$ cat src/rtl/id_ex_stage_if.sv
// rtl/id_ex_stage_if.sv - decode/forwarding/ALU-side bundle of the ID/EX pipeline register
interface id_ex_stage_if #(
  parameter int XLEN = 32
);
  logic            flush;
  logic            id_valid;
  logic            id_ready;
  logic [XLEN-1:0] id_pc;
  logic [4:0]      id_rs1_idx;
  logic [4:0]      id_rs2_idx;
  logic            id_rs1_used;
  logic            id_rs2_used;
  logic [XLEN-1:0] id_rs1_data;
  logic [XLEN-1:0] id_rs2_data;
  logic [XLEN-1:0] id_imm;
  logic [1:0]      id_src1_sel;
  logic [1:0]      id_src2_sel;
  logic [3:0]      id_alu_ctrl;
  logic [4:0]      id_rd;
  logic            id_wb_en;
  logic            id_mem_rd;
  logic [XLEN-1:0] ex_alu_result;
  logic            mem_fwd_en;
  logic [4:0]      mem_fwd_rd;
  logic [XLEN-1:0] mem_fwd_data;
  logic            wb_fwd_en;
  logic [4:0]      wb_fwd_rd;
  logic [XLEN-1:0] wb_fwd_data;
  logic            ex_valid;
  logic            ex_ready;
  logic [3:0]      alu_ctrl;
  logic [XLEN-1:0] alu_src1;
  logic [XLEN-1:0] alu_src2;
  logic [XLEN-1:0] ex_pc;
  logic [XLEN-1:0] ex_rs2_data;
  logic [4:0]      ex_rd;
  logic            ex_wb_en;
  logic            ex_mem_rd;

  modport master (
    output flush, id_valid, id_pc, id_rs1_idx, id_rs2_idx, id_rs1_used, id_rs2_used,
           id_rs1_data, id_rs2_data, id_imm, id_src1_sel, id_src2_sel, id_alu_ctrl,
           id_rd, id_wb_en, id_mem_rd, ex_alu_result, mem_fwd_en, mem_fwd_rd,
           mem_fwd_data, wb_fwd_en, wb_fwd_rd, wb_fwd_data, ex_ready,
    input  id_ready, ex_valid, alu_ctrl, alu_src1, alu_src2, ex_pc, ex_rs2_data,
           ex_rd, ex_wb_en, ex_mem_rd
  );

  modport slave (
    input  flush, id_valid, id_pc, id_rs1_idx, id_rs2_idx, id_rs1_used, id_rs2_used,
           id_rs1_data, id_rs2_data, id_imm, id_src1_sel, id_src2_sel, id_alu_ctrl,
           id_rd, id_wb_en, id_mem_rd, ex_alu_result, mem_fwd_en, mem_fwd_rd,
           mem_fwd_data, wb_fwd_en, wb_fwd_rd, wb_fwd_data, ex_ready,
    output id_ready, ex_valid, alu_ctrl, alu_src1, alu_src2, ex_pc, ex_rs2_data,
           ex_rd, ex_wb_en, ex_mem_rd
  );
endinterface

$ cat src/rtl/id_ex_stage.sv
// rtl/id_ex_stage.sv - ID/EX pipeline register with operand forwarding, load-use bubble and flush; optional ID_EX_PERF_EN perf counters
module id_ex_stage #(
  parameter int XLEN = 32
) (
  input logic          clk,
  input logic          rst_n,
  id_ex_stage_if.slave bus
`ifdef ID_EX_PERF_EN
  ,
  output logic [31:0]  perf_bubble_cnt,
  output logic [31:0]  perf_stall_cnt
`endif
);

  // Youngest writer wins; x0 is hard-wired zero so nothing may forward into it.
  function automatic logic [XLEN-1:0] fwd_pick(
    input logic [4:0]      idx,
    input logic [XLEN-1:0] rf_data,
    input logic            ex_en,
    input logic [4:0]      ex_rd,
    input logic [XLEN-1:0] ex_data,
    input logic            mem_en,
    input logic [4:0]      mem_rd,
    input logic [XLEN-1:0] mem_data,
    input logic            wb_en,
    input logic [4:0]      wb_rd,
    input logic [XLEN-1:0] wb_data
  );
    logic [XLEN-1:0] v;
    if (idx == 5'd0)                     v = '0;
    else if (ex_en && (ex_rd == idx))   v = ex_data;
    else if (mem_en && (mem_rd == idx)) v = mem_data;
    else if (wb_en && (wb_rd == idx))   v = wb_data;
    else                                v = rf_data;
    return v;
  endfunction

  logic            ex_fwd_en;
  logic            load_use;
  logic            adv;
  logic            capture;
  logic [XLEN-1:0] rs1_fwd;
  logic [XLEN-1:0] rs2_fwd;
  logic [XLEN-1:0] src1_nxt;
  logic [XLEN-1:0] src2_nxt;

  // A held load has no result yet, so it cannot be an EX forward source.
  assign ex_fwd_en = bus.ex_valid & bus.ex_wb_en & ~bus.ex_mem_rd;

  assign rs1_fwd = fwd_pick(bus.id_rs1_idx, bus.id_rs1_data, ex_fwd_en, bus.ex_rd, bus.ex_alu_result,
                            bus.mem_fwd_en, bus.mem_fwd_rd, bus.mem_fwd_data,
                            bus.wb_fwd_en, bus.wb_fwd_rd, bus.wb_fwd_data);
  assign rs2_fwd = fwd_pick(bus.id_rs2_idx, bus.id_rs2_data, ex_fwd_en, bus.ex_rd, bus.ex_alu_result,
                            bus.mem_fwd_en, bus.mem_fwd_rd, bus.mem_fwd_data,
                            bus.wb_fwd_en, bus.wb_fwd_rd, bus.wb_fwd_data);

  assign load_use = bus.ex_valid & bus.ex_mem_rd & (bus.ex_rd != 5'd0) &
                    ((bus.id_rs1_used & (bus.id_rs1_idx == bus.ex_rd)) |
                     (bus.id_rs2_used & (bus.id_rs2_idx == bus.ex_rd)));
  assign adv          = ~bus.ex_valid | bus.ex_ready;
  assign bus.id_ready = adv & ~load_use & ~bus.flush;
  assign capture      = bus.id_valid & bus.id_ready;

  // Operand selection, resolved once at capture time.
  always_comb begin
    src1_nxt = '0;
    src2_nxt = '0;
    case (bus.id_src1_sel)
      2'd0:    src1_nxt = rs1_fwd;
      2'd1:    src1_nxt = bus.id_pc;
      default: src1_nxt = '0;
    endcase
    case (bus.id_src2_sel)
      2'd0:    src2_nxt = rs2_fwd;
      2'd1:    src2_nxt = bus.id_imm;
      2'd2:    src2_nxt = XLEN'(4);
      default: src2_nxt = '0;
    endcase
  end

  // Pipeline register: flush kills, capture loads, idle advance bubbles, otherwise hold.
  always_ff @(posedge clk or negedge rst_n) begin
    if (!rst_n) begin
      bus.ex_valid    <= 1'b0;
      bus.alu_ctrl    <= 4'h0;
      bus.alu_src1    <= '0;
      bus.alu_src2    <= '0;
      bus.ex_pc       <= '0;
      bus.ex_rs2_data <= '0;
      bus.ex_rd       <= 5'd0;
      bus.ex_wb_en    <= 1'b0;
      bus.ex_mem_rd   <= 1'b0;
    end else if (bus.flush) begin
      bus.ex_valid <= 1'b0;
    end else if (capture) begin
      bus.ex_valid    <= 1'b1;
      bus.alu_ctrl    <= bus.id_alu_ctrl;
      bus.alu_src1    <= src1_nxt;
      bus.alu_src2    <= src2_nxt;
      bus.ex_pc       <= bus.id_pc;
      bus.ex_rs2_data <= rs2_fwd;
      bus.ex_rd       <= bus.id_rd;
      bus.ex_wb_en    <= bus.id_wb_en;
      bus.ex_mem_rd   <= bus.id_mem_rd;
    end else if (adv) begin
      bus.ex_valid <= 1'b0;
    end
  end

`ifdef ID_EX_PERF_EN
  // Count load-use bubbles and downstream back-pressure cycles; both wrap naturally.
  always_ff @(posedge clk or negedge rst_n) begin
    if (!rst_n) begin
      perf_bubble_cnt <= 32'd0;
      perf_stall_cnt  <= 32'd0;
    end else begin
      if (adv & load_use & bus.id_valid & ~bus.flush) perf_bubble_cnt <= perf_bubble_cnt + 32'd1;
      if (bus.ex_valid & ~bus.ex_ready)               perf_stall_cnt  <= perf_stall_cnt + 32'd1;
    end
  end
`endif

endmodule

$ cat src/flat_wrapper.sv
// flat-port wrapper written by rule: the top's interface ports become plain ports
module id_ex_stage_flat 
#(
  parameter int XLEN = 32
)
  (clk, rst_n, bus_flush, bus_id_valid, bus_id_pc, bus_id_rs1_idx, bus_id_rs2_idx, bus_id_rs1_used, bus_id_rs2_used, bus_id_rs1_data, bus_id_rs2_data, bus_id_imm, bus_id_src1_sel, bus_id_src2_sel, bus_id_alu_ctrl, bus_id_rd, bus_id_wb_en, bus_id_mem_rd, bus_ex_alu_result, bus_mem_fwd_en, bus_mem_fwd_rd, bus_mem_fwd_data, bus_wb_fwd_en, bus_wb_fwd_rd, bus_wb_fwd_data, bus_ex_ready, bus_id_ready, bus_ex_valid, bus_alu_ctrl, bus_alu_src1, bus_alu_src2, bus_ex_pc, bus_ex_rs2_data, bus_ex_rd, bus_ex_wb_en, bus_ex_mem_rd);
  id_ex_stage_if #(.XLEN(XLEN)) bus_i ();
  input logic clk;
  input logic rst_n;
  input wire logic [$bits(bus_i.flush)-1:0] bus_flush;
  input wire logic [$bits(bus_i.id_valid)-1:0] bus_id_valid;
  input wire logic [$bits(bus_i.id_pc)-1:0] bus_id_pc;
  input wire logic [$bits(bus_i.id_rs1_idx)-1:0] bus_id_rs1_idx;
  input wire logic [$bits(bus_i.id_rs2_idx)-1:0] bus_id_rs2_idx;
  input wire logic [$bits(bus_i.id_rs1_used)-1:0] bus_id_rs1_used;
  input wire logic [$bits(bus_i.id_rs2_used)-1:0] bus_id_rs2_used;
  input wire logic [$bits(bus_i.id_rs1_data)-1:0] bus_id_rs1_data;
  input wire logic [$bits(bus_i.id_rs2_data)-1:0] bus_id_rs2_data;
  input wire logic [$bits(bus_i.id_imm)-1:0] bus_id_imm;
  input wire logic [$bits(bus_i.id_src1_sel)-1:0] bus_id_src1_sel;
  input wire logic [$bits(bus_i.id_src2_sel)-1:0] bus_id_src2_sel;
  input wire logic [$bits(bus_i.id_alu_ctrl)-1:0] bus_id_alu_ctrl;
  input wire logic [$bits(bus_i.id_rd)-1:0] bus_id_rd;
  input wire logic [$bits(bus_i.id_wb_en)-1:0] bus_id_wb_en;
  input wire logic [$bits(bus_i.id_mem_rd)-1:0] bus_id_mem_rd;
  input wire logic [$bits(bus_i.ex_alu_result)-1:0] bus_ex_alu_result;
  input wire logic [$bits(bus_i.mem_fwd_en)-1:0] bus_mem_fwd_en;
  input wire logic [$bits(bus_i.mem_fwd_rd)-1:0] bus_mem_fwd_rd;
  input wire logic [$bits(bus_i.mem_fwd_data)-1:0] bus_mem_fwd_data;
  input wire logic [$bits(bus_i.wb_fwd_en)-1:0] bus_wb_fwd_en;
  input wire logic [$bits(bus_i.wb_fwd_rd)-1:0] bus_wb_fwd_rd;
  input wire logic [$bits(bus_i.wb_fwd_data)-1:0] bus_wb_fwd_data;
  input wire logic [$bits(bus_i.ex_ready)-1:0] bus_ex_ready;
  output wire logic [$bits(bus_i.id_ready)-1:0] bus_id_ready;
  output wire logic [$bits(bus_i.ex_valid)-1:0] bus_ex_valid;
  output wire logic [$bits(bus_i.alu_ctrl)-1:0] bus_alu_ctrl;
  output wire logic [$bits(bus_i.alu_src1)-1:0] bus_alu_src1;
  output wire logic [$bits(bus_i.alu_src2)-1:0] bus_alu_src2;
  output wire logic [$bits(bus_i.ex_pc)-1:0] bus_ex_pc;
  output wire logic [$bits(bus_i.ex_rs2_data)-1:0] bus_ex_rs2_data;
  output wire logic [$bits(bus_i.ex_rd)-1:0] bus_ex_rd;
  output wire logic [$bits(bus_i.ex_wb_en)-1:0] bus_ex_wb_en;
  output wire logic [$bits(bus_i.ex_mem_rd)-1:0] bus_ex_mem_rd;
  assign bus_i.flush = bus_flush;
  assign bus_i.id_valid = bus_id_valid;
  assign bus_i.id_pc = bus_id_pc;
  assign bus_i.id_rs1_idx = bus_id_rs1_idx;
  assign bus_i.id_rs2_idx = bus_id_rs2_idx;
  assign bus_i.id_rs1_used = bus_id_rs1_used;
  assign bus_i.id_rs2_used = bus_id_rs2_used;
  assign bus_i.id_rs1_data = bus_id_rs1_data;
  assign bus_i.id_rs2_data = bus_id_rs2_data;
  assign bus_i.id_imm = bus_id_imm;
  assign bus_i.id_src1_sel = bus_id_src1_sel;
  assign bus_i.id_src2_sel = bus_id_src2_sel;
  assign bus_i.id_alu_ctrl = bus_id_alu_ctrl;
  assign bus_i.id_rd = bus_id_rd;
  assign bus_i.id_wb_en = bus_id_wb_en;
  assign bus_i.id_mem_rd = bus_id_mem_rd;
  assign bus_i.ex_alu_result = bus_ex_alu_result;
  assign bus_i.mem_fwd_en = bus_mem_fwd_en;
  assign bus_i.mem_fwd_rd = bus_mem_fwd_rd;
  assign bus_i.mem_fwd_data = bus_mem_fwd_data;
  assign bus_i.wb_fwd_en = bus_wb_fwd_en;
  assign bus_i.wb_fwd_rd = bus_wb_fwd_rd;
  assign bus_i.wb_fwd_data = bus_wb_fwd_data;
  assign bus_i.ex_ready = bus_ex_ready;
  assign bus_id_ready = bus_i.id_ready;
  assign bus_ex_valid = bus_i.ex_valid;
  assign bus_alu_ctrl = bus_i.alu_ctrl;
  assign bus_alu_src1 = bus_i.alu_src1;
  assign bus_alu_src2 = bus_i.alu_src2;
  assign bus_ex_pc = bus_i.ex_pc;
  assign bus_ex_rs2_data = bus_i.ex_rs2_data;
  assign bus_ex_rd = bus_i.ex_rd;
  assign bus_ex_wb_en = bus_i.ex_wb_en;
  assign bus_ex_mem_rd = bus_i.ex_mem_rd;
  id_ex_stage #(.XLEN(XLEN)) u_core (.clk(clk), .rst_n(rst_n), .bus(bus_i));
endmodule
$ cat config.mk
export PLATFORM = sky130hd
export DESIGN_NAME = id_ex_stage_flat
export DESIGN_NICKNAME = d
export VERILOG_FILES = /design/src/rtl/id_ex_stage_if.sv /design/src/rtl/id_ex_stage.sv /design/src/flat_wrapper.sv
export SDC_FILE = /design/constraint.sdc
export NUM_CORES = 1
export LEC_CHECK = 0
export BUFFER_PORTS_ARGS = -buffer_cell sky130_fd_sc_hd__buf_4
export CELL_PAD_IN_SITES_DETAIL_PLACEMENT = 0
export CELL_PAD_IN_SITES_GLOBAL_PLACEMENT = 2
export CORE_ASPECT_RATIO = 1.75
export CORE_MARGIN = 1.5
export CORE_UTILIZATION = 26
export CTS_BUF_LIST = sky130_fd_sc_hd__clkbuf_4
export DETAILED_ROUTE_END_ITERATION = 12
export PLACE_DENSITY = 0.9
export SLEW_MARGIN = 10
export SYNTH_ARGS = -nofsm -noshare
export SYNTH_HDL_FRONTEND = slang
export SYNTH_SLANG_ARGS = --single-unit
export TNS_END_PERCENT = 1
$ cat constraint.sdc
create_clock -name clk -period 2.63 [get_ports clk]
set_input_delay 0.526 -clock clk [delete_from_list [all_inputs] [get_ports clk]]
set_output_delay 0.526 -clock clk [all_outputs]
set_load 0.05 [all_outputs]
==> results of run 1 <==
-- cell usage after synthesis, types with 3 or more instances --
| cell type | instances |
|---|---|
| clkbuf_1 | 34 |
| nand2_1 | 206 |
| buf_6 | 5 |
| and2_1 | 3 |
| nor3_1 | 3 |
| inv_1 | 34 |
| o22ai_1 | 31 |
| mux2_2 | 28 |
| o211ai_1 | 33 |
| nor2_1 | 67 |
| buf_2 | 26 |
| a21oi_1 | 36 |
| o21ai_0 | 31 |
| nand3b_1 | 4 |
| xnor2_1 | 18 |
| a32o_1 | 3 |
| xor2_1 | 12 |
| o211a_1 | 3 |
| o21ai_1 | 38 |
| mux2i_1 | 34 |
| nand3_1 | 35 |
| a221o_1 | 31 |
| nor4_1 | 3 |
| dfrtp_1 | 140 |
| o22a_1 | 27 |
-- critical path, cell delays in order, from the launching register on --
cell     delay, ns
dfrtp_1       0.41
buf_4         0.14
or4_4         0.42
o21ai_4       0.15
o21ai_2       0.07
a21oi_2       0.14
buf_6         0.18
-- cell type report --
cell class,count,share of cell area [%]
clock inverters,14,1.58
well taps,387,3.95
clock buffers,18,1.10
repair buffers,458,29.5
flip-flops and latches,140,28.6
multi-input cells,674,34.1
inverters,34,1.04
diodes,4,0.0817
-- report_power, final --
part / internal (uW) / switching, uW / total, uW
clock: 769 / 892 / 1660
combinational: 1350 / 2670 / 4020
sequential: 2580 / 275 / 2860
total: 4700 / 3840 / 8540
-- flip-flops by register name (all words and copies together) (netlist names), 4 cells and up --
register                flops
u_core.bus.ex_pc           32
u_core.bus.alu_ctrl         4
u_core.bus.ex_rd            5
u_core.bus.alu_src1        32
u_core.bus.alu_src2        32
u_core.bus.ex_rs2_data     32
-- worst paths after layout --
check,end,slack (ns),cells past startpoint
max in group asynchronous,u_core.bus.ex_rs2_data[4],1.48,3
min in group asynchronous,u_core.bus.ex_pc[5],0.38,2
min reg2reg,u_core.bus.ex_pc[17],0.48,2
max reg2reg,u_core.bus.alu_src2[31],0.17,9
max,bus_id_ready,-0.02,6
min,u_core.bus.alu_ctrl[3],0.09,3
-- cell families after synthesis --
logic type	count (synthesis)	synth area share [%]
buf+inv	101	5.74
compound gates	246	21.3
xor+xnor	30	3.30
flops	140	44.0
simple gates	336	17.4
mux	62	8.24
-- layer usage --
layer	global-route usage (%)	routed length [um]	vias up
li1	-	-	4051
met2	41.2	19600	335
met5	0	0	-
met4	10.2	1500	0
met1	28.8	15300	4107
met3	3.80	1850	64
-- through the flow --
stage               TNS, ns  power (uW)  hold WS [ns]  std cells  setup slack (ns)
detailed placement        0        6820         0.457       1684             0.161
CTS                  -0.115        8590        0.0186       1725            -0.115
global placement          0        6790         0.451       1684             0.184
global route         -0.127        8930        0.0579       1728            -0.127
floorplan                 0        5200         0.230        915             0.183
finish              -0.0241        8540        0.0924       1729           -0.0241
-- timing repair --
item,CTS,global route
resized for setup,21,10
setup endpoints to repair,1,43
hold buffers,1,0
endpoints found under the hold margin,41,0
pin swaps,8,5
setup buffers,8,1
cloned,0,0
==> metrics.md, run 1 <==
| Metric | Value |
|---|---|
| Outcome | `complete, but fails checks` |
| Failing checks | `negative setup slack` |
| Least-Margin Pin Slew | `0.794 ns` |
| Share of layout cells above drive strength 1 | `41.0%` |
| RSZ-0062 raised after global routing | `yes` |
| Cell Area, Synth | `7950 um^2` |
| Wire length of the first global-routing pass | `54700 um` |
| Vias | `8557` |
| Tot GR Track Use | `23.7%` |
| Area after DPL | `11700 um^2` |
| CP startpoint kind | `register` |
| Worst hold-check path type | `in2reg` |
| Multi-input gate area | `4170 um^2` |
| Hold path startpoint | `bus_id_alu_ctrl[3]` |
| Die W | `135 um` |
| CTS max path bufs | `2` |
| Pwr dens | `697 nW/um^2` |
| Worst r2r src | `u_core.bus.ex_rd[3]` |
| Most common cell after layout, fill and taps aside | `buf_4` |
| Final Wtd Congestion | `0.902` |
| Vias in the first global route | `8729` |
| Vias/cell | `4.95` |
| DPL Wire Length | `29600 um` |
| Core area | `30100 um^2` |
| Crit end category | `primary output` |
| Starting Density | `26.5%` |
| Synth area leaders | `dfrtp_1 44%, nand2_1 9.7%, mux2i_1 4.3%` |
| CTS H-Tree Depth | `4` |
| CTS tree | `done` |
| Grt ovf | `0` |
| Final net count | `1593` |
| Mapped Cells | `915` |
| Fin area | `12200 um^2` |
| Initial antenna violation count | `3` |
| Total die area | `31700 um^2` |
| Final WS setup | `-0.0241 ns` |
| ANT nets after route | `0` |
| Skew final | `0.0257 ns` |
| YS warnings | `0` |
| Post-Route WL | `38200 um` |
| Sequential fraction of the synthesis area | `44.0%` |
| Synth cell types | `49` |
| Commonest cells after routing, fill and taps aside | `438 x buf_4, 206 x nand2_1, 139 x dfrtp_1, 66 x nor2_1, 37 x o21ai_1` |
| Main synth FF type | `dfrtp_1` |
| CP Max Fanout | `2` |
| Clk slew on worst S/H paths | `0.14 ns` |
| TritonRoute pass-1 iters | `5` |
| Die Height | `234 um` |
| IO Port Bufs | `408` |
| CP arrival | `2.13 ns` |
| Fmax | `377 MHz` |
| Layout area overhead | `53.9%` |
| Pin count of the biggest net entering global routing | `78` |
| CP Launch Point | `u_core.bus.ex_rd[3]` |
| Rel. slew slack | `46.7%` |
| Synth top area share | `44.0%` |
| Syn Nets | `1183` |
| Endpoints failing hold | `0` |
| Peak VDD IR | `0.296 mV` |
| Number of remaining DRC errors | `0` |
| Initial DRC Count | `505` |
| CP required | `2.10 ns` |
| EDFF count, synth | `0` |
| Syn Area/Cell | `8.69 um^2` |
| Wire per inst | `22.1 um` |
| Util after Layout | `40.7%` |
| Clock Latency Late Sink | `0.62 ns` |
| CTS Buf Count | `17` |
| Final setup fails | `1` |
| Pleak | `0.00589 uW` |
| Clk sinks | `140` |
| Post-synth top area cell | `dfrtp_1` |
| Post-synth ARST share | `100%` |
| Sequential Area | `3500 um^2` |
| Seq cells post-synth | `140` |
| Min Tclk post-route | `2.65 ns` |
| Maximum Capacitance Violations | `0` |
| Max-slew violations | `0` |
| # rows | `84` |
| Clock Tree Root | `clkbuf_4` |
| # IOs | `409` |
| Final period utilization | `101%` |
| FILL cells | `3111` |
| Setup CP Type | `reg2out` |
Note: power is estimated with default switching activity, not from simulation.
==> run 2, diff against run 1 <==
--- a/config.mk
+++ b/config.mk
@@ -5,15 +5,16 @@
 export SDC_FILE = /design/constraint.sdc
 export NUM_CORES = 1
 export LEC_CHECK = 0
+export ABC_AREA = 1
 export BUFFER_PORTS_ARGS = -buffer_cell sky130_fd_sc_hd__buf_4
 export CELL_PAD_IN_SITES_DETAIL_PLACEMENT = 0
 export CELL_PAD_IN_SITES_GLOBAL_PLACEMENT = 2
 export CORE_ASPECT_RATIO = 1.75
 export CORE_MARGIN = 1.5
-export CORE_UTILIZATION = 26
+export CORE_UTILIZATION = 24
 export CTS_BUF_LIST = sky130_fd_sc_hd__clkbuf_4
 export DETAILED_ROUTE_END_ITERATION = 12
-export PLACE_DENSITY = 0.9
+export PLACE_DENSITY = 0.88
 export SLEW_MARGIN = 10
 export SYNTH_ARGS = -nofsm -noshare
 export SYNTH_HDL_FRONTEND = slang
==> run 2 against run 1 <==
Worst setup slack gained 0.048 ns. Via count grew 42%. Largest cell class unchanged. The flow now finishes without violations. Critical endpoint unchanged. Global-route usage shrank 0.66 points. Design area grew 17%.
==> metrics.md, run 2 <==
| Metric | Value |
|---|---|
| CP arrival | `2.08 ns` |
| Main synth FF type | `dfrtp_1` |
| Number of remaining DRC errors | `0` |
| Clk sinks | `140` |
| Setup WS pre-CTS | `0.207 ns` |
| Pin count of the biggest net entering global routing | `75` |
| Final setup fails | `0` |
| FILL cells | `4677` |
| Skew final | `0.0270 ns` |
| Seq cells post-synth | `140` |
| Initial DRC Count | `629` |
| Outcome | `finished clean` |
| CTS H-Tree Depth | `4` |
| Layout area overhead | `42.6%` |
| Grt ovf | `0` |
| # rows | `99` |
| Maximum Capacitance Violations | `0` |
| Main combinational cell family by area after synthesis | `simple AND/OR/NAND/NOR gates` |
| Fin area | `14400 um^2` |
| Setup TNS Final | `0 ns` |
| Post-synth ARST share | `100%` |
| Util after Layout | `34.6%` |
| Post-Route WL | `50300 um` |
| Sequential power share | `35.0%` |
| Mapped Cells | `1714` |
| YS warnings | `0` |
| Tot GR Track Use | `23.1%` |
| Most common cell after layout, fill and taps aside | `nand2_1` |
| Vias in the first global route | `12200` |
| DPL Wire Length | `38300 um` |
| Adder-Cell Fraction of Synth Area | `0%` |
| Final period utilization | `99.1%` |
| CP startpoint kind | `register` |
| # IOs | `409` |
| Multi-input gate area | `5210 um^2` |
| Count leader, synth | `nand2_1` |
| Total die area | `43300 um^2` |
| Peak VDD IR | `0.310 mV` |
| Syn Area/Cell | `5.88 um^2` |
| Least-Margin Pin Slew | `0.726 ns` |
| Mux share of post-synthesis cell area | `0%` |
| Vias/cell | `4.53` |
| Sequential Area | `3510 um^2` |
| Setup CP Type | `reg2out` |
| Final Wtd Congestion | `0.885` |
| ANT nets after route | `0` |
| Clock Tree Root | `clkbuf_4` |
| CP required | `2.10 ns` |
| RSZ-0062 raised after global routing | `yes` |
| Synth top cells by count | `771 x nand2_1, 248 x inv_1, 152 x nor2_1, 140 x dfrtp_1, 133 x nand3_1` |
| Compound-gate portion of the synthesized area | `4.15%` |
| Clock network fraction of design power | `19.8%` |
| TritonRoute pass-1 iters | `8` |
| Die Height | `274 um` |
| Sw Ratio | `47.0%` |
| Final net count | `2365` |
| Rel. slew slack | `51.6%` |
| Switching power | `3660 uW` |
| Final WS setup | `0.0242 ns` |
| Worst reg2reg setup slack | `0.24 ns` |
| Area after DPL | `13900 um^2` |
| CTS max path bufs | `2` |
| CP Max Fanout | `3` |
| Min Tclk post-route | `2.61 ns` |
| Comb pwr share | `45.2%` |
| Sequential fraction of the synthesis area | `34.8%` |
| Fmax | `384 MHz` |
| Max-slew violations | `0` |
| Core area | `41500 um^2` |
| Die W | `158 um` |
| Crit end category | `primary output` |
| Syn Nets | `1982` |
| EDFF count, synth | `0` |
| Clk slew on worst S/H paths | `0.16 ns` |
| Synth top area share | `34.8%` |
| Cell Area, Synth | `10100 um^2` |
| Commonest cells after routing, fill and taps aside | `764 x nand2_1, 442 x buf_4, 242 x inv_1, 144 x nor2_1, 138 x dfrtp_1` |
| Wire length of the first global-routing pass | `72900 um` |
| Initial antenna violation count | `11` |
| CTS Buf Count | `17` |
| CTS tree | `done` |
| Synth area leaders | `dfrtp_1 35%, nand2_1 29%, inv_1 9.2%` |
| Wire per inst | `18.8 um` |
| Share of layout cells above drive strength 1 | `25.6%` |
| Clock Latency Late Sink | `0.62 ns` |
| Post-synth top area cell | `dfrtp_1` |
| Worst hold-check path type | `in2reg` |
| Vias | `12100` |
| Pwr dens | `542 nW/um^2` |
| Synth cell types | `26` |
| IO Port Bufs | `408` |
| Endpoints failing hold | `0` |
| Synth Area in Simple Gates | `45.9%` |
| Pleak | `0.00873 uW` |
| Internal | `4130 uW` |
| Starting Density | `24.3%` |
| XOR/XNOR Fraction of Synth Area | `0.174%` |
## run 2: cell count changes after synthesis, sizes merged, moves of 27 or more
cell,before,now
a221o,31,0
inv,34,258
mux2,28,0
mux2i,34,0
nand2,207,773
nand3,35,136
nand4,1,65
nor2,68,154
o211ai,33,1
o22a,27,0
o22ai,32,0
## run 2: critical path: stages (launching register included)
cell     delay (ns)
dfrtp_1        0.43
buf_6          0.14
nand2_2        0.06
nand4_1        0.18
nor2_2         0.17
nand2_1        0.08
nand2_2        0.07
nand2_4        0.09
nand2_4        0.07
inv_2          0.04
buf_8          0.14
## run 2: worst paths after layout
kind	startpoint	to	depth (start not counted)
min	bus_id_alu_ctrl[0]	u_core.bus.alu_ctrl[0]	3
min reg2reg	u_core.bus.ex_pc[7]	u_core.bus.ex_pc[7]	2
min in group asynchronous	rst_n	u_core.bus.alu_src2[12]	2
max in group asynchronous	rst_n	u_core.bus.ex_rs2_data[10]	3
max reg2reg	u_core.bus.ex_rd[0]	u_core.bus.alu_src2[4]	16
max	u_core.bus.ex_rd[2]	bus_id_ready	10
## run 2: cells by family (layout without fill, tap and decap cells)
group                     Yosys count  count (layout)
xor gates and xnor gates            2               2
other                               0              10
and+or+nand+nor                  1131            1131
buffers and inverters             359             755
DFF                               140             140
AOI/OAI and AO/OA                  82              82
## run 2: power by group through the flow
| stage | Clock (uW) | Combinational (uW) | Sequential (uW) |
|---|---|---|---|
| 3_3_place_gp | 0 | 3470 | 2760 |
| 6_report | 1550 | 3520 | 2730 |
| 4_1_cts | 1630 | 3530 | 2730 |
| 3_5_place_dp | 0 | 3480 | 2760 |
| 2_1_floorplan | 0 | 873 | 3920 |
| 5_1_grt | 1680 | 3770 | 2760 |
## run 2: area by class of cell
type                            count  share of cell area, %
Antenna cell                       10                  0.174
Clock buffer                       18                  0.940
Clock inverter                     14                   1.05
Inverter                          260                   6.81
Multi-Input combinational cell   1215                   36.3
Sequential cell                   140                   24.4
Tap cell                          555                   4.83
Timing Repair Buffer              463                   25.5
## run 2: layer usage
layer	GRT usage [%]	vias up	part of all wire, %
met1	23.6	5646	36
li1	-	5958	-
met3	3.90	90	5.1
met2	43.4	421	54
met5	0	-	0.034
met4	12.9	2	4.9
## run 2: repair_timing
item                                    in CTS  in global routing
resized for setup                           17                 10
endpoints found under the setup margin       1                  1
setup buffers                               10                  1
hold buffers                                 4                  0
hold endpoints to repair                    60                  0
pin swaps                                    7                  8
## run 2: metrics by stage
stage,cells,power (uW),hold slack (ns)
floorplan,1714,4790,0.230
global placement,2618,6230,0.463
detailed placement,2618,6240,0.467
CTS,2664,7890,0.00248
global route,2675,8210,0.0521
finish,2675,7790,0.0815
